--- config.mk ---
export PLATFORM = sky130hd
export DESIGN_NAME = acc_group
export DESIGN_NICKNAME = d
export VERILOG_FILES = /design/src/rtl/acc_group.sv
export SDC_FILE = /design/constraint.sdc
export NUM_CORES = 1
export LEC_CHECK = 0
export CAP_MARGIN = 25
export CORE_ASPECT_RATIO = 1.25
export CORE_MARGIN = 8
export CORE_UTILIZATION = 42
export CTS_CLUSTER_SIZE = 20
export DETAILED_ROUTE_END_ITERATION = 7
export SETUP_SLACK_MARGIN = 0.2
export SLEW_MARGIN = 20
export SYNTH_ARGS = -nofsm -noshare
export SYNTH_HDL_FRONTEND = slang
export SYNTH_SLANG_ARGS = --single-unit
--- constraint.sdc ---
create_clock -name clk -period 3.6 [get_ports clk]
set_input_delay 0.54 -clock clk [delete_from_list [all_inputs] [get_ports clk]]
set_output_delay 0.54 -clock clk [all_outputs]
set_load 0.01 [all_outputs]
--- src/rtl/acc_group.sv ---
// acc_group: per-lane sum of num_reads_per_iter product groups, num_iters results, via a 2-slot input buffer and valid/avail handshakes
module acc_group #(
  parameter int GROUP_SIZE = 4,
  parameter int DATA_WIDTH = 16,
  parameter int ACC_WIDTH = 32,
  parameter int LOG_MAX_ITERS = 16,
  parameter int LOG_MAX_READS_PER_ITER = 16
) (
  input  logic                              clk,
  input  logic                              rst,
  input  logic                              configure,
  input  logic [LOG_MAX_ITERS-1:0]          num_iters,
  input  logic [LOG_MAX_READS_PER_ITER-1:0] num_reads_per_iter,
  input  logic [GROUP_SIZE*DATA_WIDTH-1:0]  data_in,
  input  logic                              valid_in,
  output logic                              avail_out,
  output logic [GROUP_SIZE*ACC_WIDTH-1:0]   data_out,
  output logic                              valid_out,
  input  logic                              avail_in,
  output logic                              busy,
  output logic                              overflow_err
);
  typedef enum logic [1:0] {IDLE, RUN, DRAIN} state_t;
  state_t state, state_nx;
  logic [GROUP_SIZE*DATA_WIDTH-1:0] mem [2];
  logic [1:0] occ;
  logic wr_ptr, rd_ptr;
  logic [LOG_MAX_ITERS-1:0] iter_cnt;
  logic [LOG_MAX_READS_PER_ITER-1:0] read_cnt, reads_cfg;
  logic [GROUP_SIZE*ACC_WIDTH-1:0] acc, sum;
  logic pending, start, last, consume, wr;
  assign start = configure && num_iters != '0 && num_reads_per_iter != '0;
  assign last = read_cnt == LOG_MAX_READS_PER_ITER'(1);
  assign consume = state == RUN && !configure && occ != 2'd0 && !(last && pending && !avail_in);
  assign wr = valid_in && occ != 2'd2;
  assign valid_out = pending && avail_in;
  assign busy = state != IDLE;
  assign avail_out = rst && occ == 2'd0;
  for (genvar i = 0; i < GROUP_SIZE; i++) begin : g_lane
    assign sum[i*ACC_WIDTH +: ACC_WIDTH] = acc[i*ACC_WIDTH +: ACC_WIDTH] + ACC_WIDTH'(mem[rd_ptr][i*DATA_WIDTH +: DATA_WIDTH]);
  end
  always_comb begin
    state_nx = state;
    if (configure) state_nx = start ? RUN : IDLE;
    else if (state == RUN && consume && last && iter_cnt == LOG_MAX_ITERS'(1)) state_nx = DRAIN;
    else if (state == DRAIN && (!pending || avail_in)) state_nx = IDLE;
  end
  always_ff @(posedge clk or negedge rst) begin
    if (!rst) begin
      occ <= '0;
      wr_ptr <= 1'b0;
      rd_ptr <= 1'b0;
      overflow_err <= 1'b0;
      mem[0] <= '0;
      mem[1] <= '0;
    end else begin
      if (wr) begin
        mem[wr_ptr] <= data_in;
        wr_ptr <= !wr_ptr;
      end
      if (consume) rd_ptr <= !rd_ptr;
      occ <= occ + 2'(wr) - 2'(consume);
      if (valid_in && occ == 2'd2) overflow_err <= 1'b1;
    end
  end
  always_ff @(posedge clk or negedge rst) begin
    if (!rst) begin
      state <= IDLE;
      pending <= 1'b0;
      iter_cnt <= '0;
      read_cnt <= '0;
      reads_cfg <= '0;
      acc <= '0;
      data_out <= '0;
    end else begin
      state <= state_nx;
      if (configure) begin
        if (start) begin
          iter_cnt <= num_iters;
          read_cnt <= num_reads_per_iter;
          reads_cfg <= num_reads_per_iter;
        end
        acc <= '0;
        pending <= 1'b0;
      end else if (consume && last) begin
        data_out <= sum;
        acc <= '0;
        pending <= 1'b1;
        read_cnt <= reads_cfg;
        iter_cnt <= iter_cnt - LOG_MAX_ITERS'(1);
      end else begin
        if (consume) begin
          acc <= sum;
          read_cnt <= read_cnt - LOG_MAX_READS_PER_ITER'(1);
        end
        if (valid_out) pending <= 1'b0;
      end
    end
  end
endmodule

==> results of run 1 <==
-- power by group through the flow --
stage / clock network (mW) / logic (mW) / registers [mW]
global route: 5.47 / 9.89 / 6.95
global placement: 0 / 8.24 / 6.80
finish: 5.14 / 8.97 / 6.80
CTS: 5.29 / 8.54 / 6.78
detailed placement: 0 / 8.41 / 6.85
floorplan: 0 / 6.28 / 6.61
-- sequential cells by signal, summed over array words and instances (netlist names) --
register      cells
wr_ptr            1
rd_ptr            1
state             2
overflow_err      1
reads_cfg        16
pending           1
read_cnt         16
data_out        128
iter_cnt         16
mem             128
acc             128
occ               2
-- worst paths after layout --
check,startpoint,to,slack (ns),cells after the start
worst max-delay path,rd_ptr$_DFFE_PN0N_,acc[31]$_DFFE_PN0P_,0.33,12
worst min register to register,data_out[110]$_DFFE_PN0P_,data_out[110]$_DFFE_PN0P_,0.46,2
min in group clk,data_out[110]$_DFFE_PN0P_,data_out[110]$_DFFE_PN0P_,0.46,2
max in group asynchronous,rst,data_out[98]$_DFFE_PN0P_,1.59,4
worst min-delay path,rst,iter_cnt[11]$_DFFE_PN0P_,0.40,2
worst max register to register,rd_ptr$_DFFE_PN0N_,acc[31]$_DFFE_PN0P_,0.33,12
-- per-layer routing --
metal	vias to the layer above	global-route usage, %
met1	8452	24.5
li1	8316	-
met2	318	33.3
met3	66	3.54
met4	0	4.61
met5	-	0
-- layout make-up --
type | instances | share of cell area (%)
multi-input combinational | 1607 | 40.0
sequential | 440 | 39.7
timing repair buffer | 300 | 11.0
clock buffer | 63 | 4.71
tap | 672 | 3.03
clock inverter | 21 | 1.13
inverter | 30 | 0.406
antenna | 1 | 0.00903
-- timing repair --
| action | in CTS | in global routing |
|---|---|---|
| setup buffers | 0 | 8 |
| pin swaps | 1 | 15 |
| setup endpoints to repair | 54 | 108 |
| gates resized for setup | 6 | 64 |
| gates cloned | 1 | 2 |
| hold endpoints to repair | 17 | 0 |
| hold buffers | 1 | 0 |
-- synthesized netlist by cell type, drive strengths merged (2+ instances only) --
library cell  count
fa                4
o2111ai           2
and2              8
and4              4
or3              16
o31ai            20
and3             31
nor2             88
xnor2            82
o22ai            15
nand2           307
mux2            211
buf              42
o21bai           12
clkbuf           72
a21boi            4
nand3            49
a221oi            3
o21a              9
o211a             6
o21ai           264
ha               70
nor2b             3
nor4             22
nand2b            8
a31oi            31
or4               5
a21o             35
o41ai             6
a21oi           121
nand4            20
xor2             49
nor3             27
a22o             26
a211oi           12
or2               5
o211ai            9
dfrtp           440
a22oi             3
a41oi             3
a31o              4
inv              30
-- cell families (layout without fill, tap and decap cells) --
kind of cell    after synthesis  after routing  synth area share, %
compound gates              591            591                 15.7
xor+xnor                    131            131                 5.13
fa+ha+maj                    74             74                 4.27
buf+inv                     144            414                 2.79
flops                       440            440                 49.2
mux                         212            212                 10.7
other cells                   0              1                    0
simple gates                599            599                 12.3
-- critical path: stages, from the launching register on --
cell	delay [ns]
dfrtp_4	0.52
buf_16	0.18
buf_4	0.18
mux2_2	0.35
ha_1	0.35
and3_1	0.24
o211a_1	0.20
nand3_1	0.10
nand3_2	0.15
and3_2	0.26
nand4_1	0.18
or3_1	0.38
o21ai_0	0.09
-- through the flow --
| step | setup WS, ns | area, um2 | hold slack (ns) | util, % | power (mW) |
|---|---|---|---|---|---|
| 4_1_cts | 0.198 | 27300 | 0.371 | 51.8 | 20.6 |
| 3_3_place_gp | 0.130 | 25600 | 0.386 | 48.6 | 15.0 |
| 3_5_place_dp | 0.0946 | 25600 | 0.387 | 48.6 | 15.3 |
| 2_1_floorplan | 0.190 | 22400 | 0.244 | - | 12.9 |
| 6_report | 0.326 | 27700 | 0.396 | 52.6 | 20.9 |
| 5_1_grt | 0.153 | 27700 | 0.392 | 52.6 | 22.3 |
==> impl_metrics.ini, run 1 <==
[synthesis]
syn_nets = 2366
syn_inst = 2191
ys_types = 69
ys.warnings.count = 0
ys_ff_latch = 440
synth_area_leader_cell = dfrtp_1
syn_area_um2 = 22400
avgSynthCellArea_um2 = 10.2
synth.top_cell.area_share_pct = 49.2
ys_seq_area_share_pct = 49.2
synth_edf_count = 0
synth-async-reset-ratio_pct = 100
synthFlopType = dfrtp_1
synthTopCellsByArea = dfrtp_1, mux2_2, o21ai_0

[detailed_routing]
first_pass_iters = 5
wl_per_cell_um = 19.1
drc_errors = 0
ant_nets = 0
drt_wl_total_um = 59800
dr_total_vias = 17200
wl_met3_um = 2640
met2_length_um = 29900
dr.first_iter.drc_count = 1127
top_layer_used = met4
vias_per_cell = 5.47
wl_met1_um = 26300

[sta]
period_needed_ns = 3.27
setup_viol = 0
fin_crit_sh_pct = 90.9
hold_violations = 0
rsz0062_at_grt = yes
slew_viol_final = 0
relSlewSlack_pct = 30.0
fmax_mhz = 305
tns_ns = 0
clock_skew_ns = 0.0221
worst_pin_slew_ns = 1.05

[flow_run]
cap_violations = 0

[power_and_ir_drop]
p_int_mw = 13.4
power_density_nw_per_um2 = 754
seq_power_share_pct = 32.5
p_sw_share_pct = 36.0
pwr-share-comb_pct = 42.9
peakVddDrop_mv = 0.402
clockPowerShare_pct = 24.6
leakagePower_nw = 11.9
p_switching_mw = 7.52

[run_status]
outcome = complete, no violations

[cts]
cts_tree = built
clk_pin_slew_ns = 0.06
cts_buffer_depth = 3
cts_sinks = 440
insertion_delay_ns = 0.58
root_buffer = clkbuf_16
cts_buffers = 47
ctsHtreeMaxLevel = 2

[cells_and_area]
multi_input_area_um2 = 11100
num-nets-final = 2601
final_cell_mix = dfrtp_1, nand2_1, o21ai_0
area_growth_pct = 23.9
final_common_cell = dfrtp_1
drive_gt1_share_pct = 17.6
fill_cells = 4773
finalNonFillerCells = 3134
sequential_cell_area_um2 = 11000

[global_routing]
antenna_found_initial = 1
grt_pass1_wl_um = 95500
grt_pass1_vias = 17600
grt_max_degree = 235
gr-total-overflow = 0
track_usage_pct = 19.1

[floorplan]
die_y_um = 274
initial_core_util_pct = 42.5
die_area_um2 = 60900
io_pins = 233
rows = 94
core_area_um2 = 52700
die_x_um = 222

[place]
dp.cells = 3036
portBuffers = 232
gp_congestion = 0.843
dp_hpwl_um = 41000

[setup_path]
cp-end-kind = register
cp-start-kind = register
path_class = reg2reg
worstPathArrival_ns = 3.75
crit_fanout = 9
cp.required_ns = 4.08

[worst_hold_path]
hold_class = in2async
Note: power is estimated with default switching activity, not from simulation.
==> run 2, diff against run 1 <==
CTS_CLUSTER_SIZE = 16   (was 20)
PLACE_DENSITY = 0.71   (was unset)
==> run 2 against run 1 <==
Against the previous run: sequential power barely moved; clock power about the same; die area unchanged; global-route usage is 0.10 points lower; clock-buffer cell count grew 2; critical path depth up 1.
==> impl_metrics.ini, run 2 (synthesis gave the netlist of run 1 again) <==
[place]
post-place-ws_ns = 0.0412
dp.cells = 3038
dp_hpwl_um = 41800
portBuffers = 232
placed_area_um2 = 25700
gp_congestion = 0.868

[detailed_routing]
drt_wl_total_um = 59600
vias_per_cell = 5.58
ant_nets = 0
first_pass_iters = 5
dr_total_vias = 17500
dr.first_iter.drc_count = 1233
wl_per_cell_um = 19.0
drc_errors = 0

[global_routing]
track_usage_pct = 19.0
grt_pass1_wl_um = 95300
gr-total-overflow = 0
grt_max_degree = 182
antenna_found_initial = 2
grt_pass1_vias = 18000

[cells_and_area]
final_cell_area_um2 = 27600
num-nets-final = 2599
fin_util_pct = 52.4
final_cell_mix = dfrtp_1, nand2_1, o21ai_0
area_growth_pct = 23.4
reg_top3 = acc (128), data_out (128), mem (128)
final_common_cell = dfrtp_1
finalNonFillerCells = 3132
drive_gt1_share_pct = 16.7

[cts]
clk_pin_slew_ns = 0.06
cts_sinks = 440
ctsHtreeMaxLevel = 2
insertion_delay_ns = 0.57
cts_tree = built
cts_buffer_depth = 3
root_buffer = clkbuf_16
cts_buffers = 46

[floorplan]
die_y_um = 274
initial_core_util_pct = 42.5
die_area_um2 = 60900
io_pins = 233
die_x_um = 222
rows = 94
core_area_um2 = 52700

[sta]
fmax_mhz = 301
tns_ns = 0
rsz0062_at_grt = yes
slew_viol_final = 0
worst_slack_ns = 0.274
period_needed_ns = 3.33
fin_crit_sh_pct = 92.4
hold_violations = 0
clock_skew_ns = 0.0110
worst_pin_slew_ns = 1.05
setup_viol = 0
relSlewSlack_pct = 30.3
whs_ns = 0.470

[setup_path]
crit_chain = buf_4, buf_12, buf_4, mux2_2, ha_1, a21o_1, a31o_2, a21oi_1, o21ai_0, nor2_1, o21bai_1, xor2_1, mux2_2
cp.required_ns = 4.05
worstPathArrival_ns = 3.77
slowest_delay_ns = 0.49
crit_fanout = 8
cp-start-kind = register
path_class = reg2reg
cp-end-kind = register
critPathSlowestCell = dfrtp_4

[worst_hold_path]
hold_class = in2async

[power_and_ir_drop]
peakVddDrop_mv = 0.361
leakagePower_nw = 11.9
power.total_mw = 20.8
power_density_nw_per_um2 = 753

[flow_run]
cap_violations = 0

[run_status]
outcome = complete, no violations
==> run 2: cell count changes in the layout (fill, tap and decap cells not counted), sizes merged <==
cell / previous run / this run
bufinv: 8 / 7
clkinvlp: 2 / 1
o211ai: 9 / 10
inv: 31 / 30
clkbuf: 64 / 65
buf: 66 / 65
==> run 2: per-layer routing <==
| metal | wire, um | share of wire [%] | track usage (%) |
|---|---|---|---|
| met1 | 24900 | 42 | 23.3 |
| met2 | 29600 | 50 | 33.3 |
| met3 | 2760 | 4.6 | 3.11 |
| met4 | 2300 | 3.9 | 7.56 |
| met5 | 0 | 0 | 0 |
==> run 2: repair_timing <==
action | in CTS | in global routing
pin swaps | 0 | 4
setup buffers | 0 | 7
gates cloned | 0 | 2
hold endpoints to repair | 41 | 0
gates resized for setup | 7 | 38
setup endpoints to repair | 35 | 122
hold buffers | 1 | 0
==> run 2: cell type report <==
type | count | area (um2)
inverter | 30 | 113
antenna | 1 | 2.50
fill | 4655 | 25100
clock buffer | 65 | 1360
multi-input combinational | 1608 | 10900
timing repair buffer | 298 | 3050
clock inverter | 18 | 275
tap | 672 | 841
sequential | 440 | 11000
==> run 2: path summary, 6_finish.rpt <==
kind / cells past startpoint / start / to / slack, ns
setup / recovery: 13 / rd_ptr$_DFFE_PN0N_ / data_out[13]$_DFFE_PN0P_ / 0.27
hold / removal: 2 / rst / mem[98]$_DFFE_PN0P_ / 0.47
setup reg to reg: 13 / rd_ptr$_DFFE_PN0N_ / data_out[13]$_DFFE_PN0P_ / 0.27
hold reg to reg: 2 / data_out[0]$_DFFE_PN0P_ / data_out[0]$_DFFE_PN0P_ / 0.47
max in group asynchronous: 3 / rst / acc[72]$_DFFE_PN0P_ / 1.91
min in group clk: 2 / data_out[0]$_DFFE_PN0P_ / data_out[0]$_DFFE_PN0P_ / 0.47
==> run 2: where the power goes <==
part | switching [mW] | leakage (nW) | internal [mW] | total, mW
clock network | 2.01 | 0.803 | 3.12 | 5.13
logic | 4.75 | 5.38 | 4.10 | 8.86
registers | 0.712 | 5.70 | 6.09 | 6.80
total | 7.47 | 11.9 | 13.3 | 20.8
==> run 2: critical path: cells and delay by family (launching register included) <==
family	cells	cell delay [ns]
AO/OA/AOI/OAI	5	0.95
AND/OR/NAND/NOR	1	0.22
XOR/XNOR	1	0.18
multiplexers	2	0.58
adder cells (fa/ha/maj)	1	0.33
buffers and inverters	3	0.45
flip-flops	1	0.49
